$ cat src/rtl/rgb_pwm_pkg.sv
// Shared types and constants for the RGB PWM fader.
package rgb_pwm_pkg;

    localparam int DUTY_W     = 8;
    localparam int PWM_PERIOD = 256;

    typedef enum logic {
        IDLE = 1'b0,
        FADE = 1'b1
    } state_t;

endpackage

$ cat src/rtl/rgb_pwm_channel.sv
// One colour channel: duty register stepping toward its target, PWM compare
// and registered LED output.
module rgb_pwm_channel
    import rgb_pwm_pkg::*;
(
    input  logic              clk,
    input  logic              rst_n,
    input  logic [DUTY_W-1:0] i_tgt,
    input  logic [DUTY_W-1:0] i_pwm_cnt,
    input  logic              i_boundary,
    input  logic              i_step_en,
    output logic              o_led,
    output logic              o_done_next
);

    logic [DUTY_W-1:0] r_duty;
    logic [DUTY_W-1:0] w_duty_nxt;
    logic              r_led;

    // Move one count toward the target; saturating by construction.
    always_comb begin
        w_duty_nxt = r_duty;
        if (r_duty < i_tgt) begin
            w_duty_nxt = r_duty + 1'b1;
        end else if (r_duty > i_tgt) begin
            w_duty_nxt = r_duty - 1'b1;
        end
    end

    // Duty only changes on a period boundary so every period sees one duty.
    always_ff @(posedge clk or negedge rst_n) begin
        if (!rst_n) begin
            r_duty <= '0;
        end else if (i_boundary && i_step_en) begin
            r_duty <= w_duty_nxt;
        end
    end

    // Registered compare; output lags the PWM counter by one clock.
    always_ff @(posedge clk or negedge rst_n) begin
        if (!rst_n) begin
            r_led <= 1'b0;
        end else begin
            r_led <= (i_pwm_cnt < r_duty);
        end
    end

    assign o_led       = r_led;
    assign o_done_next = (w_duty_nxt == i_tgt);

endmodule

$ cat src/rtl/rgb_pwm_fader.sv
// RGB PWM fader: prescaler, PWM counter, fade-step counter and the
// IDLE/FADE handshake FSM driving three duty-stepping channels.
//
// state | meaning
// IDLE  | duties steady, ready to accept a new target triple
// FADE  | duties step by one toward the target at every step instant
module rgb_pwm_fader
    import rgb_pwm_pkg::*;
#(
    parameter int PRESCALE = 188,
    parameter int FADE_DIV = 4
) (
    input  logic              clk,
    input  logic              rst_n,
    input  logic [DUTY_W-1:0] tgt_r,
    input  logic [DUTY_W-1:0] tgt_g,
    input  logic [DUTY_W-1:0] tgt_b,
    input  logic              tgt_valid,
    output logic              tgt_ready,
    output logic              led_r,
    output logic              led_g,
    output logic              led_b,
    output logic              busy
);

    localparam int PRE_W  = 16;
    localparam int FADE_W = 8;

    logic [PRE_W-1:0]  r_pre;
    logic [DUTY_W-1:0] r_pwm;
    logic [FADE_W-1:0] r_fade;
    logic [DUTY_W-1:0] r_tgt_r;
    logic [DUTY_W-1:0] r_tgt_g;
    logic [DUTY_W-1:0] r_tgt_b;
    state_t            r_state;
    state_t            w_state_nxt;
    logic              r_ready;
    logic              r_busy;

    logic w_tick;
    logic w_boundary;
    logic w_fade_wrap;
    logic w_step_en;
    logic w_accept;
    logic w_done_r;
    logic w_done_g;
    logic w_done_b;

    assign w_tick      = (r_pre == PRE_W'(PRESCALE - 1));
    assign w_boundary  = w_tick && (r_pwm == DUTY_W'(PWM_PERIOD - 1));
    assign w_fade_wrap = (r_fade == FADE_W'(FADE_DIV - 1));
    assign w_step_en   = w_fade_wrap && (r_state == FADE);
    assign w_accept    = tgt_valid && (r_state == IDLE);

    // Free-running prescaler.
    always_ff @(posedge clk or negedge rst_n) begin
        if (!rst_n) begin
            r_pre <= '0;
        end else if (w_tick) begin
            r_pre <= '0;
        end else begin
            r_pre <= r_pre + 1'b1;
        end
    end

    // 8-bit PWM counter, natural wrap 255 -> 0.
    always_ff @(posedge clk or negedge rst_n) begin
        if (!rst_n) begin
            r_pwm <= '0;
        end else if (w_tick) begin
            r_pwm <= r_pwm + 1'b1;
        end
    end

    // Counts PWM boundaries; its wrap marks a fade step instant.
    always_ff @(posedge clk or negedge rst_n) begin
        if (!rst_n) begin
            r_fade <= '0;
        end else if (w_boundary) begin
            r_fade <= w_fade_wrap ? '0 : r_fade + 1'b1;
        end
    end

    // Target capture on handshake.
    always_ff @(posedge clk or negedge rst_n) begin
        if (!rst_n) begin
            r_tgt_r <= '0;
            r_tgt_g <= '0;
            r_tgt_b <= '0;
        end else if (w_accept) begin
            r_tgt_r <= tgt_r;
            r_tgt_g <= tgt_g;
            r_tgt_b <= tgt_b;
        end
    end

    // State register plus registered status outputs.
    always_ff @(posedge clk or negedge rst_n) begin
        if (!rst_n) begin
            r_state <= IDLE;
            r_ready <= 1'b1;
            r_busy  <= 1'b0;
        end else begin
            r_state <= w_state_nxt;
            r_ready <= (w_state_nxt == IDLE);
            r_busy  <= (w_state_nxt == FADE);
        end
    end

    // Next-state: leave FADE on the step instant that lands all channels.
    always_comb begin
        w_state_nxt = r_state;
        case (r_state)
            IDLE: begin
                if (tgt_valid) begin
                    w_state_nxt = FADE;
                end
            end
            FADE: begin
                if (w_boundary && w_step_en && w_done_r && w_done_g && w_done_b) begin
                    w_state_nxt = IDLE;
                end
            end
            default: w_state_nxt = IDLE;
        endcase
    end

    rgb_pwm_channel u_ch_r (
        .clk         (clk),
        .rst_n       (rst_n),
        .i_tgt       (r_tgt_r),
        .i_pwm_cnt   (r_pwm),
        .i_boundary  (w_boundary),
        .i_step_en   (w_step_en),
        .o_led       (led_r),
        .o_done_next (w_done_r)
    );

    rgb_pwm_channel u_ch_g (
        .clk         (clk),
        .rst_n       (rst_n),
        .i_tgt       (r_tgt_g),
        .i_pwm_cnt   (r_pwm),
        .i_boundary  (w_boundary),
        .i_step_en   (w_step_en),
        .o_led       (led_g),
        .o_done_next (w_done_g)
    );

    rgb_pwm_channel u_ch_b (
        .clk         (clk),
        .rst_n       (rst_n),
        .i_tgt       (r_tgt_b),
        .i_pwm_cnt   (r_pwm),
        .i_boundary  (w_boundary),
        .i_step_en   (w_step_en),
        .o_led       (led_b),
        .o_done_next (w_done_b)
    );

    assign tgt_ready = r_ready;
    assign busy      = r_busy;

endmodule
$ cat config.mk
export PLATFORM = sky130hd
export DESIGN_NAME = rgb_pwm_fader
export DESIGN_NICKNAME = d
export VERILOG_FILES = /design/src/rtl/rgb_pwm_pkg.sv /design/src/rtl/rgb_pwm_channel.sv /design/src/rtl/rgb_pwm_fader.sv
export SDC_FILE = /design/constraint.sdc
export NUM_CORES = 1
export LEC_CHECK = 0
export CAP_MARGIN = 20
export CORE_MARGIN = 2
export CORE_UTILIZATION = 60
export CTS_BUF_LIST = sky130_fd_sc_hd__clkbuf_8
export CTS_CLUSTER_DIAMETER = 120
export CTS_CLUSTER_SIZE = 25
export DETAILED_ROUTE_END_ITERATION = 8
export PLACE_DENSITY = 0.8
export SETUP_SLACK_MARGIN = 0.15
export SLEW_MARGIN = 25
export SYNTH_ARGS = -nofsm -noshare
export SYNTH_HDL_FRONTEND = slang
export SYNTH_SLANG_ARGS = --single-unit
$ cat constraint.sdc
create_clock -name clk -period 6.78 [get_ports clk]
set_input_delay 1.356 -clock clk [delete_from_list [all_inputs] [get_ports clk]]
set_output_delay 1.356 -clock clk [all_outputs]
set_load 0.01 [all_outputs]
==> After elaboration in Yosys (flattened, before gate mapping) <==
Index checks and enable logic that the tools add are counted.
{ "word_totals": {"register_bits": 85, "word_cells": 58} }
{ "op_classes": {"addsub": 9, "magnitude_cmp": 9, "n_eq_ne": 6, "mux": 11, "n_bitwise": 2, "n_reduce_logical": 7} }
{ "op_table": {"columns": ["op", "count"], "rows": [
  ["2-to-1 mux 8 bit", 7],
  ["< comparator 8 bit", 6],
  ["adder 8 x 1 -> 8 bit, second input constant", 5],
  ["equality test 8 bit", 3],
  ["greater-than comparator 8 bit", 3],
  ["subtractor 8 x 1 -> 8 bit, second input constant", 3],
  ["adder 16 x 1 -> 16 bit, second input constant", 1],
  ["equality test 16 x 8 -> 1 bit, second input constant", 1],
  ["2-to-1 mux 16 bit", 1],
  ["equality test 8 x 2 -> 1 bit, second input constant", 1],
  ["equality test 8 bit, second input constant", 1],
  ["logical AND 1 bit", 7],
  ["2-to-1 mux 1 bit", 2],
  ["inverter 1 bit", 2],
  ["case mux 1 bit (2 select lines)", 1]
]} }

==> Depth between registers and ports, before layout <==
{ "logic_depth": {"word_depth": 10, "ltp_mapped": 12, "ltp_nobuf": 11} }

==> Cells and area by module <==
From an unflattened synthesis, not the netlist that was laid out.
{ "hier_totals": {"cells_unflattened": 657, "hier_area_um2": 6143.4} }
{ "by_module_without_submodules": {"columns": ["module", "instances", "cells_per_inst", "area_each_um2", "seq_area_each_um2"], "rows": [
  ["rgb_pwm_fader", 1, 194, 2492.4, 1452.6],
  ["rgb_pwm_channel at u_ch_b ...", 2, 156, 1214.9, 225.2],
  ["rgb_pwm_channel at u_ch_g", 1, 151, 1221.2, 225.2]
]} }

==> Worst setup path after synthesis <==
OpenSTA, ideal clock, no wires.
{ "synth_path": {"kind": "register -> register", "from": "register r_tgt_b[6]", "to": "register r_busy, in the netlist busy", "setup_time_ns": 0.124, "arrival_time_ns": 2.872, "required_ns": 6.656, "path_slack_ns": 3.784, "path_stages_with_launch": 12, "n_path_buf": 0, "synth_period_minus_slack_ns": 2.996, "cell_sequence": "dfrtp_1 inv_1 ha_1 nand4_1 o2111ai_1 nor3_1 or3_1 a21oi_1 or4b_2 nor4_2 nand4_1 o31a_1"} }
{ "synth_between": {"elab_chain_len": 7, "elab_cells_between_ends": 8} }
{ "synth_rtl": {"columns": ["element", "line_no", "source"], "rows": [
  ["start, declared", "rgb_pwm_fader.sv:34", "logic [DUTY_W-1:0] r_tgt_b;"],
  ["start signal, assigned", "rgb_pwm_fader.sv:93", "r_tgt_b <= tgt_b;"],
  ["greater-than comparator 8 bit", "rgb_pwm_channel.sv:25", "end else if (r_duty > i_tgt) begin"],
  ["2-to-1 mux 8 bit", "rgb_pwm_channel.sv:25", null],
  ["2-to-1 mux 8 bit", "rgb_pwm_channel.sv:23", "if (r_duty < i_tgt) begin"],
  ["equality test 8 bit *", "rgb_pwm_channel.sv:49", "assign o_done_next = (w_duty_nxt == i_tgt);"],
  ["logical AND 1 bit *", "rgb_pwm_fader.sv:120", "if (w_boundary && w_step_en && w_done_r && w_done_g && w_done_b) begin"],
  ["2-to-1 mux 1 bit *", "rgb_pwm_fader.sv:120", null],
  ["case mux 1 bit (2 select lines) *", "rgb_pwm_fader.sv:113", "case (r_state)"],
  ["named net w_state_nxt", "rgb_pwm_fader.sv:36", "state_t w_state_nxt;"],
  ["end signal, assigned", "rgb_pwm_fader.sv:106", "r_busy <= (w_state_nxt == FADE);"],
  ["end, declared", "rgb_pwm_fader.sv:38", "logic r_busy;"]
]} }
Mark *: on every way through the listed nets, which the timed path passes. The rest lies on a longest branch.
A chain may end at the register's enable or synchronous reset.

==> Worst setup path after layout <==
{ "layout_path": {"from": "register u_ch_b.r_duty[6]", "to": "register r_busy, in the netlist busy"} }
{ "layout_between": {"elab_chain_len": 7, "elab_cells_between_ends": 10} }
{ "layout_rtl": {"columns": ["element", "line_no", "source"], "rows": [
  ["start, declared", "rgb_pwm_channel.sv:16", "logic [DUTY_W-1:0] r_duty;"],
  ["start signal, assigned", "rgb_pwm_channel.sv:35", "r_duty <= w_duty_nxt;"],
  ["subtractor 8 x 1 -> 8 bit / greater-than comparator 8 bit (equally long branches)", "rgb_pwm_channel.sv:26, rgb_pwm_channel.sv:25", null],
  ["2-to-1 mux 8 bit", "rgb_pwm_channel.sv:25", null],
  ["2-to-1 mux 8 bit *", "rgb_pwm_channel.sv:23", null],
  ["equality test 8 bit *", "rgb_pwm_channel.sv:49", null],
  ["logical AND 1 bit *", "rgb_pwm_fader.sv:120", null],
  ["2-to-1 mux 1 bit *", "rgb_pwm_fader.sv:120", null],
  ["case mux 1 bit (2 select lines) *", "rgb_pwm_fader.sv:113", null],
  ["named net w_state_nxt", "rgb_pwm_fader.sv:36", null]
]} }
Marked as above.

==> qor.yml <==
grt_pass1_wl_um: 22600
synth_largest_area_cell: "dfrtp_1"
start_util: 0.624
crit_fanout: 10
fp.dieH_um: 102
cap_violations: 0
cp_common_cell: "nand4_1"
min_from: "r_fade[7]$_DFFE_PN0P_"
cts.clk_slew.worst_paths_ns: 0.10
dpl_cell_area_um2: 6240
grt_pass1_vias: 4723
grt_usage: 0.279
crit_type: "flip-flop to flip-flop"
dieWidth_um: 102
netlist_area_um2: 5820
cts_tree: "done"
fmax_mhz: 289
worst-path-buf-inv: 0
ios: 32
synthToLayoutAreaGrowth_pct: 10.3
syn_inst: 641
seqCellArea_um2: 2130
synthMostInstantiatedCell: "dfrtp_1"
r2r_start: "u_ch_b.r_duty[6]$_DFFE_PN0P_"
ant_nets: 0
hold_viol: 0
crit_chain: "ha_1, nand4_1, o2111ai_1, nor3_1, or3_1, a21oi_1, or4b_2, nor4_2, nand4_1, o31a_1"
p_leak_nw: 2.80
avgSynthCellArea_um2: 9.07
worst-path-stages: 10
multi_input_area_um2: 3450
drt_iter0_drc: 254
slew_viol_final: 0
post_cts_resized: 0
cp_slowest_stage_delay_ns: 0.70
finalCritPeriodShare: 0.510
cp_slowest_cell: "or4b_2"
instances_no_fill: 801
whs_path_depth: 1
path_delay_family: "simple AND/OR/NAND/NOR gates"
drive_above_1_share: 0.0580
ctsHtreeMaxLevel: 3
cp-start-kind: "flip-flop"
wirelength_um: 13500
grt_max_degree: 52
drt-vias-per-instance: 5.98
worstSetupEndpointType: "flip-flop"
cts_buffers: 9
place_inst: 785
final_nets: 748
rsz0062_at_grt: "false"
syn_nets: 722
clkSinkCount: 85
synth_warnings: 0
synth_seq_cells: 85
row_count: 35
hold_path_end: "r_fade[7]$_DFFE_PN0P_"
ir_drop_mv: 0.125
yosysSeqAreaShare: 0.366
hold_slack_ns: 0.469
setup_viol: 0
min_period_ns: 3.46
yosys.area.top_type_share: 0.361
drc: 0
synth.area.top_cells: "dfrtp_1, ha_1, xnor2_1"
power_mw: 1.03
postSynth.asyncResetShare: 1.00
synth_common_cells: "dfrtp_1, xnor2_1, nand2_1, ha_1, o21ai_0"
post_drt_wl_per_cell_um: 16.9
skew_ns: 0.0147
routabilityCongestion: 0.892
yosysUniqueCellTypes: 54
grt.overflow.total: 0
firstDrtPassIters: 5
clock_path_buffers: 2
die-area_um2: 10500
tns_ns: 0
worstMarginPinSlew_ns: 0.916
arrival_ns: 3.73
cts_root_buf: "clkbuf_8"
rr_endpoint: "busy$_DFF_PN0_"
antennaDiodeCount: 0
fin_area_um2: 6420
power.density_nw_per_um2: 160
worstSkewPairLatency_ns: 0.37
status: "complete, no violations"
num_vias: 4791
hold_buffers: 0
hpwl_um: 10300
hp-class: "flip-flop to flip-flop"
post_cts_buffers: 0
worstPathRequired_ns: 7.05
port_buffers: 31
r2r_cells: 10
max_slew_margin: 0.388
r2r_slack_ns: 3.32
antenna_found_initial: 0
coreArea_um2: 9330
fillers: 781
synth_ff_type: "dfrtp_1"
synth-edff-count: 0
-- state kept, by name (all words and copies together) (netlist names), 8 cells and up --
register,flops
u_ch_g.r_duty,8
r_fade,8
r_pwm,8
u_ch_r.r_duty,8
r_pre,16
u_ch_b.r_duty,8
r_tgt_g,8
r_tgt_r,8
r_tgt_b,8
-- cell type report --
cell class / instances / share of cell area
Sequential cell: 85 / 0.332
Tap cell: 129 / 0.0252
Clock buffer: 9 / 0.0193
Timing Repair Buffer: 32 / 0.0491
Multi-Input combinational cell: 490 / 0.537
Clock inverter: 7 / 0.00858
Inverter: 49 / 0.0287
-- how the worst max path moves through the flow --
stage / end / start / slack, ns
after global routing: busy$_DFF_PN0_ / u_ch_b.r_duty[6]$_DFFE_PN0P_ / 3.10
after global placement: busy$_DFF_PN0_ / u_ch_b.r_duty[6]$_DFFE_PN0P_ / 3.50
after detailed placement: busy$_DFF_PN0_ / r_pre[0]$_DFF_PN0_ / 3.39
after CTS: busy$_DFF_PN0_ / u_ch_b.r_duty[6]$_DFFE_PN0P_ / 3.37
final: busy$_DFF_PN0_ / u_ch_b.r_duty[6]$_DFFE_PN0P_ / 3.32
after floorplan: busy$_DFF_PN0_ / r_tgt_b[6]$_DFFE_PN0P_ / 3.78
-- layer usage --
layer | track usage | up-vias | routed length (µm)
li1 | - | 2316 | -
met1 | 0.360 | 2284 | 5890
met2 | 0.461 | 155 | 6430
met3 | 0.0650 | 36 | 882
met4 | 0.101 | 0 | 344
met5 | 0 | - | 0
-- cells in the final DEF, fill, tap and decap left out, types with 7 or more instances in the layout --
| cell type | count |
|---|---|
| nand2_1 | 58 |
| nand4_1 | 14 |
| clkbuf_8 | 9 |
| and3_1 | 13 |
| nor3_1 | 11 |
| a21o_1 | 15 |
| o21ai_0 | 52 |
| nand3_1 | 29 |
| mux2_2 | 8 |
| dfrtp_1 | 84 |
| clkdlybuf4s50_1 | 30 |
| inv_1 | 50 |
| nor2_1 | 33 |
| xnor2_1 | 68 |
| ha_1 | 54 |
| a21oi_1 | 36 |
| xor2_1 | 13 |
| o22ai_1 | 7 |
-- worst reg2reg max path: cells and delay by family (launching register included) --
family	cells	cell delay [ns]
AOI/OAI and AO/OA	3	0.59
and+or+nand+nor	6	1.92
adders and majority gates	1	0.31
DFF	1	0.53
-- metrics by stage --
stage / worst slack, ns / utilization
detailed placement: 3.39 / 0.669
CTS: 3.37 / 0.688
floorplan: 3.78 / -
finish: 3.32 / 0.688
global route: 3.10 / 0.688
global placement: 3.50 / 0.669
-- kinds of logic after synthesis --
kind of cell,count (synthesis),synth area share
XOR/XNOR,81,0.122
AO/OA/AOI/OAI,143,0.148
adder cells (fa/ha/maj),54,0.116
multiplexers,9,0.0172
AND/OR/NAND/NOR,203,0.188
buffers and inverters,66,0.0426
flip-flops,85,0.366
-- power breakdown --
group	internal (mW)	switching, mW
Combinational	0.0624	0.0828
Sequential	0.526	0.0159
Clock	0.139	0.199
Note: power is estimated with default switching activity, not from simulation.
